**src/rtl/wb_arb_pkg.sv**
```systemverilog
// Shared types and helpers for the Wishbone round-robin arbiters.
// rr_next returns the first requester after 'last', wrapping modulo n.
package wb_arb_pkg;

  typedef enum logic [1:0] {
    IDLE  = 2'd0,
    OWN   = 2'd1,
    ABORT = 2'd2
  } arb_state_t;

  localparam int MAX_MASTERS = 16;

  // Falls back to 'last' when nothing is requesting.
  function automatic int rr_next(input logic [MAX_MASTERS-1:0] req, input int last, input int n);
    int   idx;
    int   pick;
    logic found;
    pick  = last;
    found = 1'b0;
    for (int k = 1; k <= MAX_MASTERS; k++) begin
      if (k <= n) begin
        idx = last + k;
        if (idx >= n) idx = idx - n;
        if (!found && req[idx[3:0]]) begin
          pick  = idx;
          found = 1'b1;
        end
      end
    end
    return pick;
  endfunction

endpackage

```
**src/rtl/wb_rr_pick.sv**
```systemverilog
// Combinational one-hot round-robin picker: the first set req bit after
// 'last' (wrapping) wins. gnt is all zero when req is zero.
module wb_rr_pick
  import wb_arb_pkg::*;
#(
  parameter int N = 4
) (
  input  logic [N-1:0]         req,
  input  logic [$clog2(N)-1:0] last,
  output logic [N-1:0]         gnt,
  output logic [$clog2(N)-1:0] idx
);

  localparam int IW = $clog2(N);

  logic [MAX_MASTERS-1:0] req_ext;
  int                     sel;

  always_comb begin
    req_ext        = '0;
    req_ext[N-1:0] = req;
    sel            = rr_next(req_ext, int'(last), N);
    gnt            = '0;
    idx            = '0;
    for (int i = 0; i < N; i++) begin
      if ((|req) && (sel == i)) begin
        gnt[i] = 1'b1;
        idx    = IW'(i);
      end
    end
  end

endmodule

```
**src/rtl/wb_rr_arbiter.sv**
```systemverilog
// Round-robin Wishbone arbiter: one owner holds the slave bus for its whole
// CYC; a per-transfer watchdog ends hung accesses with ERR and an abort phase.
module wb_rr_arbiter
  import wb_arb_pkg::*;
#(
  parameter int WB_ADDR_WIDTH = 32,
  parameter int WB_DATA_WIDTH = 32,
  parameter int N_MASTERS     = 4,
  parameter int TIMEOUT       = 255
) (
  input  logic                       clk,
  input  logic                       rstn,
  input  logic [WB_ADDR_WIDTH-1:0]   ADR    [N_MASTERS-1:0],
  input  logic [2:0]                 CTI    [N_MASTERS-1:0],
  input  logic [1:0]                 BTE    [N_MASTERS-1:0],
  input  logic [WB_DATA_WIDTH-1:0]   DAT_W  [N_MASTERS-1:0],
  input  logic [WB_DATA_WIDTH/8-1:0] SEL    [N_MASTERS-1:0],
  input  logic                       CYC    [N_MASTERS-1:0],
  input  logic                       STB    [N_MASTERS-1:0],
  input  logic                       WE     [N_MASTERS-1:0],
  output logic [WB_DATA_WIDTH-1:0]   DAT_R  [N_MASTERS-1:0],
  output logic                       ACK    [N_MASTERS-1:0],
  output logic                       ERR    [N_MASTERS-1:0],
  output logic [WB_ADDR_WIDTH-1:0]   SADR,
  output logic [2:0]                 SCTI,
  output logic [1:0]                 SBTE,
  output logic [WB_DATA_WIDTH-1:0]   SDAT_W,
  output logic [WB_DATA_WIDTH/8-1:0] SSEL,
  output logic                       SCYC,
  output logic                       SSTB,
  output logic                       SWE,
  input  logic [WB_DATA_WIDTH-1:0]   SDAT_R,
  input  logic                       SACK,
  input  logic                       SERR,
  output logic [N_MASTERS-1:0]       GNT
);

  localparam int IW = $clog2(N_MASTERS);
  localparam int SW = WB_DATA_WIDTH / 8;
  localparam int CW = (TIMEOUT > 0) ? $clog2(TIMEOUT + 1) : 1;
  localparam logic [CW-1:0] CNT_LAST = CW'((TIMEOUT > 0) ? TIMEOUT - 1 : 0);
  localparam logic [CW-1:0] CNT_MAX  = CW'(TIMEOUT);

  arb_state_t             state_reg, state_next;
  logic [N_MASTERS-1:0]   gnt_reg, gnt_next;
  logic [IW-1:0]          owner_reg, owner_next;
  logic [IW-1:0]          last_reg, last_next;
  logic [CW-1:0]          cnt_reg, cnt_next;

  logic [N_MASTERS-1:0]   cyc_vec;
  logic [N_MASTERS-1:0]   pick_gnt;
  logic [IW-1:0]          pick_idx;
  logic [N_MASTERS-1:0]   ack_vec, err_vec;

  logic                     own_cyc, own_stb, own_we;
  logic [WB_ADDR_WIDTH-1:0] own_adr;
  logic [WB_DATA_WIDTH-1:0] own_dat;
  logic [SW-1:0]            own_sel;
  logic [2:0]               own_cti;
  logic [1:0]               own_bte;
  logic                     req_active, waiting, timeout_hit;

  for (genvar gi = 0; gi < N_MASTERS; gi++) begin : g_port
    assign cyc_vec[gi] = CYC[gi];
    assign ACK[gi]     = ack_vec[gi];
    assign ERR[gi]     = err_vec[gi];
    assign DAT_R[gi]   = SDAT_R;
  end

  wb_rr_pick #(.N(N_MASTERS)) u_pick (
    .req  (cyc_vec),
    .last (last_reg),
    .gnt  (pick_gnt),
    .idx  (pick_idx)
  );

  // Owner's request, selected by index for the slave-side mux.
  always_comb begin
    own_cyc = 1'b0;
    own_stb = 1'b0;
    own_we  = 1'b0;
    own_adr = '0;
    own_dat = '0;
    own_sel = '0;
    own_cti = '0;
    own_bte = '0;
    for (int i = 0; i < N_MASTERS; i++) begin
      if (owner_reg == IW'(i)) begin
        own_cyc = CYC[i];
        own_stb = STB[i];
        own_we  = WE[i];
        own_adr = ADR[i];
        own_dat = DAT_W[i];
        own_sel = SEL[i];
        own_cti = CTI[i];
        own_bte = BTE[i];
      end
    end
  end

  // A termination from the slave beats a same-cycle watchdog expiry.
  assign req_active  = (state_reg == OWN) && own_cyc && own_stb;
  assign waiting     = req_active && !SACK && !SERR;
  assign timeout_hit = (TIMEOUT != 0) && waiting && (cnt_reg == CNT_LAST);

  always_comb begin
    state_next = state_reg;
    gnt_next   = gnt_reg;
    owner_next = owner_reg;
    last_next  = last_reg;
    cnt_next   = '0;
    SCYC       = 1'b0;
    SSTB       = 1'b0;
    SWE        = 1'b0;
    SADR       = '0;
    SDAT_W     = '0;
    SSEL       = '0;
    SCTI       = '0;
    SBTE       = '0;
    ack_vec    = '0;
    err_vec    = '0;
    case (state_reg)
      IDLE: begin
        if (|cyc_vec) begin
          state_next = OWN;
          gnt_next   = pick_gnt;
          owner_next = pick_idx;
        end
      end
      OWN: begin
        SCYC   = own_cyc && !timeout_hit;
        SSTB   = own_cyc && own_stb && !timeout_hit;
        SWE    = own_we;
        SADR   = own_adr;
        SDAT_W = own_dat;
        SSEL   = own_sel;
        SCTI   = own_cti;
        SBTE   = own_bte;
        ack_vec[owner_reg] = SACK;
        err_vec[owner_reg] = SERR || timeout_hit;
        if (!own_cyc) begin
          state_next = IDLE;
          gnt_next   = '0;
          last_next  = owner_reg;
        end else if (timeout_hit) begin
          state_next = ABORT;
        end else if (waiting) begin
          cnt_next = (cnt_reg == CNT_MAX) ? cnt_reg : cnt_reg + 1'b1;
        end
      end
      ABORT: begin
        if (!own_cyc) begin
          state_next = IDLE;
          gnt_next   = '0;
          last_next  = owner_reg;
        end
      end
      default: begin
        state_next = IDLE;
        gnt_next   = '0;
      end
    endcase
  end

  always_ff @(posedge clk or negedge rstn) begin
    if (!rstn) begin
      state_reg <= IDLE;
      gnt_reg   <= '0;
      owner_reg <= '0;
      last_reg  <= IW'(N_MASTERS - 1);
      cnt_reg   <= '0;
    end else begin
      state_reg <= state_next;
      gnt_reg   <= gnt_next;
      owner_reg <= owner_next;
      last_reg  <= last_next;
      cnt_reg   <= cnt_next;
    end
  end

  assign GNT = gnt_reg;

endmodule
```
**config.mk**
```make
export PLATFORM = sky130hd
export DESIGN_NAME = wb_rr_arbiter
export DESIGN_NICKNAME = d
export VERILOG_FILES = /design/src/rtl/wb_arb_pkg.sv /design/src/rtl/wb_rr_pick.sv /design/src/rtl/wb_rr_arbiter.sv
export SDC_FILE = /design/constraint.sdc
export NUM_CORES = 1
export LEC_CHECK = 0
export ABC_AREA = 1
export BUFFER_PORTS_ARGS = -buffer_cell sky130_fd_sc_hd__buf_4
export CAP_MARGIN = 20
export CORE_AREA = 2 2 217 219
export CTS_CLUSTER_DIAMETER = 50
export DETAILED_ROUTE_END_ITERATION = 8
export DIE_AREA = 0 0 219 221
export HOLD_SLACK_MARGIN = 0.12
export MAX_ROUTING_LAYER = met4
export PLACE_DENSITY_LB_ADDON = 0.2
export SYNTH_ARGS = -nofsm -noshare
export SYNTH_HDL_FRONTEND = slang
export SYNTH_SLANG_ARGS = --single-unit
```
**constraint.sdc**
```tcl
create_clock -name clk -period 2.2 [get_ports clk]
set_clock_uncertainty 0.1 [all_clocks]
set_input_delay 0.22 -clock clk [delete_from_list [all_inputs] [get_ports clk]]
set_output_delay 0.22 -clock clk [all_outputs]
set_load 0.005 [all_outputs]
```
==> impl_results.md <==
- Status: complete, no violations
- Sequential power share: between 5 and 6%
- Crit path cell chain: nor2_4 > nand2_2 > nand3_4 > nand3_4 > nor2_4 > nand3_4 > a21oi_2 > buf_4
- Startpoint types: flop
- Max frequency: approximately 460 MHz
- Post-synth ARST share: between 90% and 100%
- Critical R2R Launch: last_reg[1]$_DFFE_PN1P_
- Chip Height: ~220 um
- Worst path most repeated cell: nand3_4
- Hold WC Path Type: in2async
- First-pass GRT wire length: roughly 38000 um
- Final Cycle Share: a little over nine tenths
- Sequential-to-total area share from yosys stat: about a tenth
- Post-synth EDFFs: 0
- Vias in the first global route: roughly 6200
- Total Power: 9.26 mW
- Pwr Density: about 1200 nW/um2
- Max FFs per register: 8
- Share of the synthesized area in the top cell type: a little over a fifth
- Largest net degree at the start of global routing: ~40
- Max Cap Viol: 0
- Die area: around 48000 um2
- Post-DP HPWL: 21600 um
- Slew Limit Headroom: around two thirds
- WS Path Type: reg2out
- CP max FO: 7
- Total GRT Usage: approximately a tenth
- Fin nets: 1400
- P_int: between 4 and 5 mW
- Yosys warns: 0
- I/O Pins: 556
- DR vias/cell: approximately 3.7
- Rows: 79
- P&R area growth vs syn: 78.7%
- Yosys top cell by area: buf_4
- Final Wtd Congestion: roughly 0.81
- Sum Neg Setup Slack: 0 ns
- Clock share of power: 4.5%
- Crit end category: primary output
- Lkg Pwr: 3.97 nW
- Critical path's top delay family: simple AND/OR/NAND/NOR gates
- Worst path required time: 1.88 ns
- Slowest-stage cell, CP: dfrtp_2
- First-pass detailed-route iteration total: 6
- H-tree depth: 1
- Routed wire length: approximately 28000 um
- Post-route ant nets: 0
- Syn_nets: around 1100
- Die W: ~220 um
- Initial DRC Count: 205
- Post-Syn Area per Cell: slightly below 6 um2
- Fillers: around 5300
- Clk sinks: 18
- WP buf/inv: 1
- Util after Layout: roughly 17%
- Initial antenna violation count: 0
- Sw Share: 51.7%
- Root Driver: clkbuf_16
- Reg clk slew, reported paths: 0.06 ns
- Final Hold Vio Count: 0
- GRT overflow: 0
- CTS tree: done
- Core area: between 40000 and 50000 um2
- CTS Buffer Depth: 2
- # diodes: 0
- FF+latch count, synth: 18
- Critical Path Max Stage Delay: 0.48 ns
- Worst Max-Slew Pin Slew: about 0.52 ns
- Final setup viols: 0
- Top cells by area, synth: buf_4, nand2_1, o21ai_0
- Unrepaired setup endpoints after global routing: true
- CP startpoint: owner_reg[0]$_DFFE_PN0P_
- Inserted Clock Buffers: 3
- Yosys cell types: 32
- Worst vdd ir: around 0.39 mV
- Share of layout cells above drive strength 1: between 40% and 50%
- Port Buffers: 395
- DRC: 0
- Top FF cell, synth: dfrtp_1
- WL/cell: about 17 um
- Cell count after synthesis: ~760
- Cell Area, Synth: about 4500 um2
- DR vias: roughly 6200
- Slew Limit Fails: 0
- Initial core utilization: roughly a tenth
- Switching power: roughly 4.8 mW
- Combinational Power Share: between 80% and 90%
- Arrival @ worst endpoint: 1.86 ns
- Crit path time final: around 2.2 ns
- Clk_lat worst skew: 0.25 ns
[per-stage QoR]
step           area (um2)  cells  hold slack, ns  setup slack (ns)
2_1_floorplan        4460    761          -0.176             0.128
3_3_place_gp         7450   1631          0.0272            0.0767
3_5_place_dp         7450   1631          0.0242            0.0670
4_1_cts              7640   1642           0.305        -0.0000919
5_1_grt              7960   1656           0.322           -0.0888
6_report             7960   1656           0.287            0.0228
[worst reg2reg max path, delay by kind of cell (launching register included)]
kind	cells	cell delay [ns]
simple gates	8	0.81
flops	1	0.53
fa+ha+maj	1	0.32
buf+inv	2	0.18
[synthesized netlist by cell type (3+ instances only)]
cell type / n
clkbuf_1: 31
nand2_1: 147
nor2_1: 24
buf_4: 129
o21ai_1: 21
o21ai_0: 99
buf_2: 12
nand3_1: 89
o22ai_1: 36
ha_1: 10
dfrtp_1: 16
nor2_2: 3
inv_2: 5
nand3_2: 5
nand4_1: 7
inv_1: 64
o211ai_1: 38
a21oi_1: 6
[power by group through the flow]
| stage | clock network, mW | registers (mW) | logic [mW] |
|---|---|---|---|
| finish | 0.415 | 0.532 | 8.31 |
| global route | 0.440 | 0.545 | 9.14 |
| CTS | 0.429 | 0.536 | 7.74 |
| detailed placement | 0 | 0.549 | 7.53 |
| global placement | 0 | 0.540 | 7.65 |
| floorplan | 0 | 0.493 | 3.79 |
[final timing paths]
path                                                end  slack (ns)  cells after the start
worst min register to register       GNT[2]$_DFFE_PN0P_        0.40                      2
worst min-delay path             cnt_reg[4]$_DFFE_PN0P_        0.29                      2
worst max-delay path                             ERR[0]        0.02                      8
max in group asynchronous       last_reg[1]$_DFFE_PN1P_        1.44                      2
min in group clk                              DAT_R[11]        0.34                      0
worst max register to register       GNT[1]$_DFFE_PN0P_        0.19                     11
[layer usage]
layer / wire [um] / global-route usage, %
met1: 10900 / 11.8
met2: 14000 / 18.5
met3: 2160 / 1.95
met4: 769 / 3.25
met5: 0 / -
[logic make-up (layout without fill, tap and decap cells)]
family | count (synthesis) | count (layout) | share of synthesized area (%)
adders and majority gates | 10 | 10 | 2.81
xor gates and xnor gates | 2 | 2 | 0.393
buffers and inverters | 246 | 534 | 32.3
and+or+nand+nor | 283 | 283 | 28.3
DFF | 18 | 18 | 10.2
AOI/OAI and AO/OA | 202 | 202 | 26.0
[layout make-up]
cell class / count / area (um2) / area share, %
sequential: 18 / 455 / 5.72
timing repair buffer: 460 / 3650 / 45.8
tap: 607 / 759 / 9.54
inverter: 70 / 278 / 3.49
clock buffer: 4 / 88.8 / 1.12
multi-input combinational: 497 / 2730 / 34.3
[cell usage in the layout, fill, tap and decap left out, types with 4 or more instances in the layout]
cell type | netlist | layout
clkbuf_16 | 0 | 5
o211ai_1 | 38 | 38
o21ai_0 | 99 | 70
nand2_2 | 1 | 5
nand2_1 | 147 | 142
nand3_1 | 89 | 86
buf_6 | 2 | 6
o22ai_1 | 36 | 32
dfrtp_1 | 16 | 14
buf_4 | 129 | 440
nand4_1 | 7 | 7
nor2_4 | 2 | 5
o21ai_1 | 21 | 48
buf_12 | 0 | 11
a21oi_2 | 0 | 4
ha_1 | 10 | 9
inv_1 | 64 | 62
nor2_1 | 24 | 23
nand3_2 | 5 | 4
inv_2 | 5 | 5
nand3_4 | 0 | 4
o22ai_2 | 0 | 4
[repair_timing]
action	in CTS	in global routing
hold buffers	1	0
pin swaps	5	26
gates cloned	0	3
gates resized for setup	24	55
buffers inserted	6	11
endpoints found under the setup margin	61	57
endpoints found under the hold margin	18	0
Note: power is estimated with default switching activity, not from simulation.
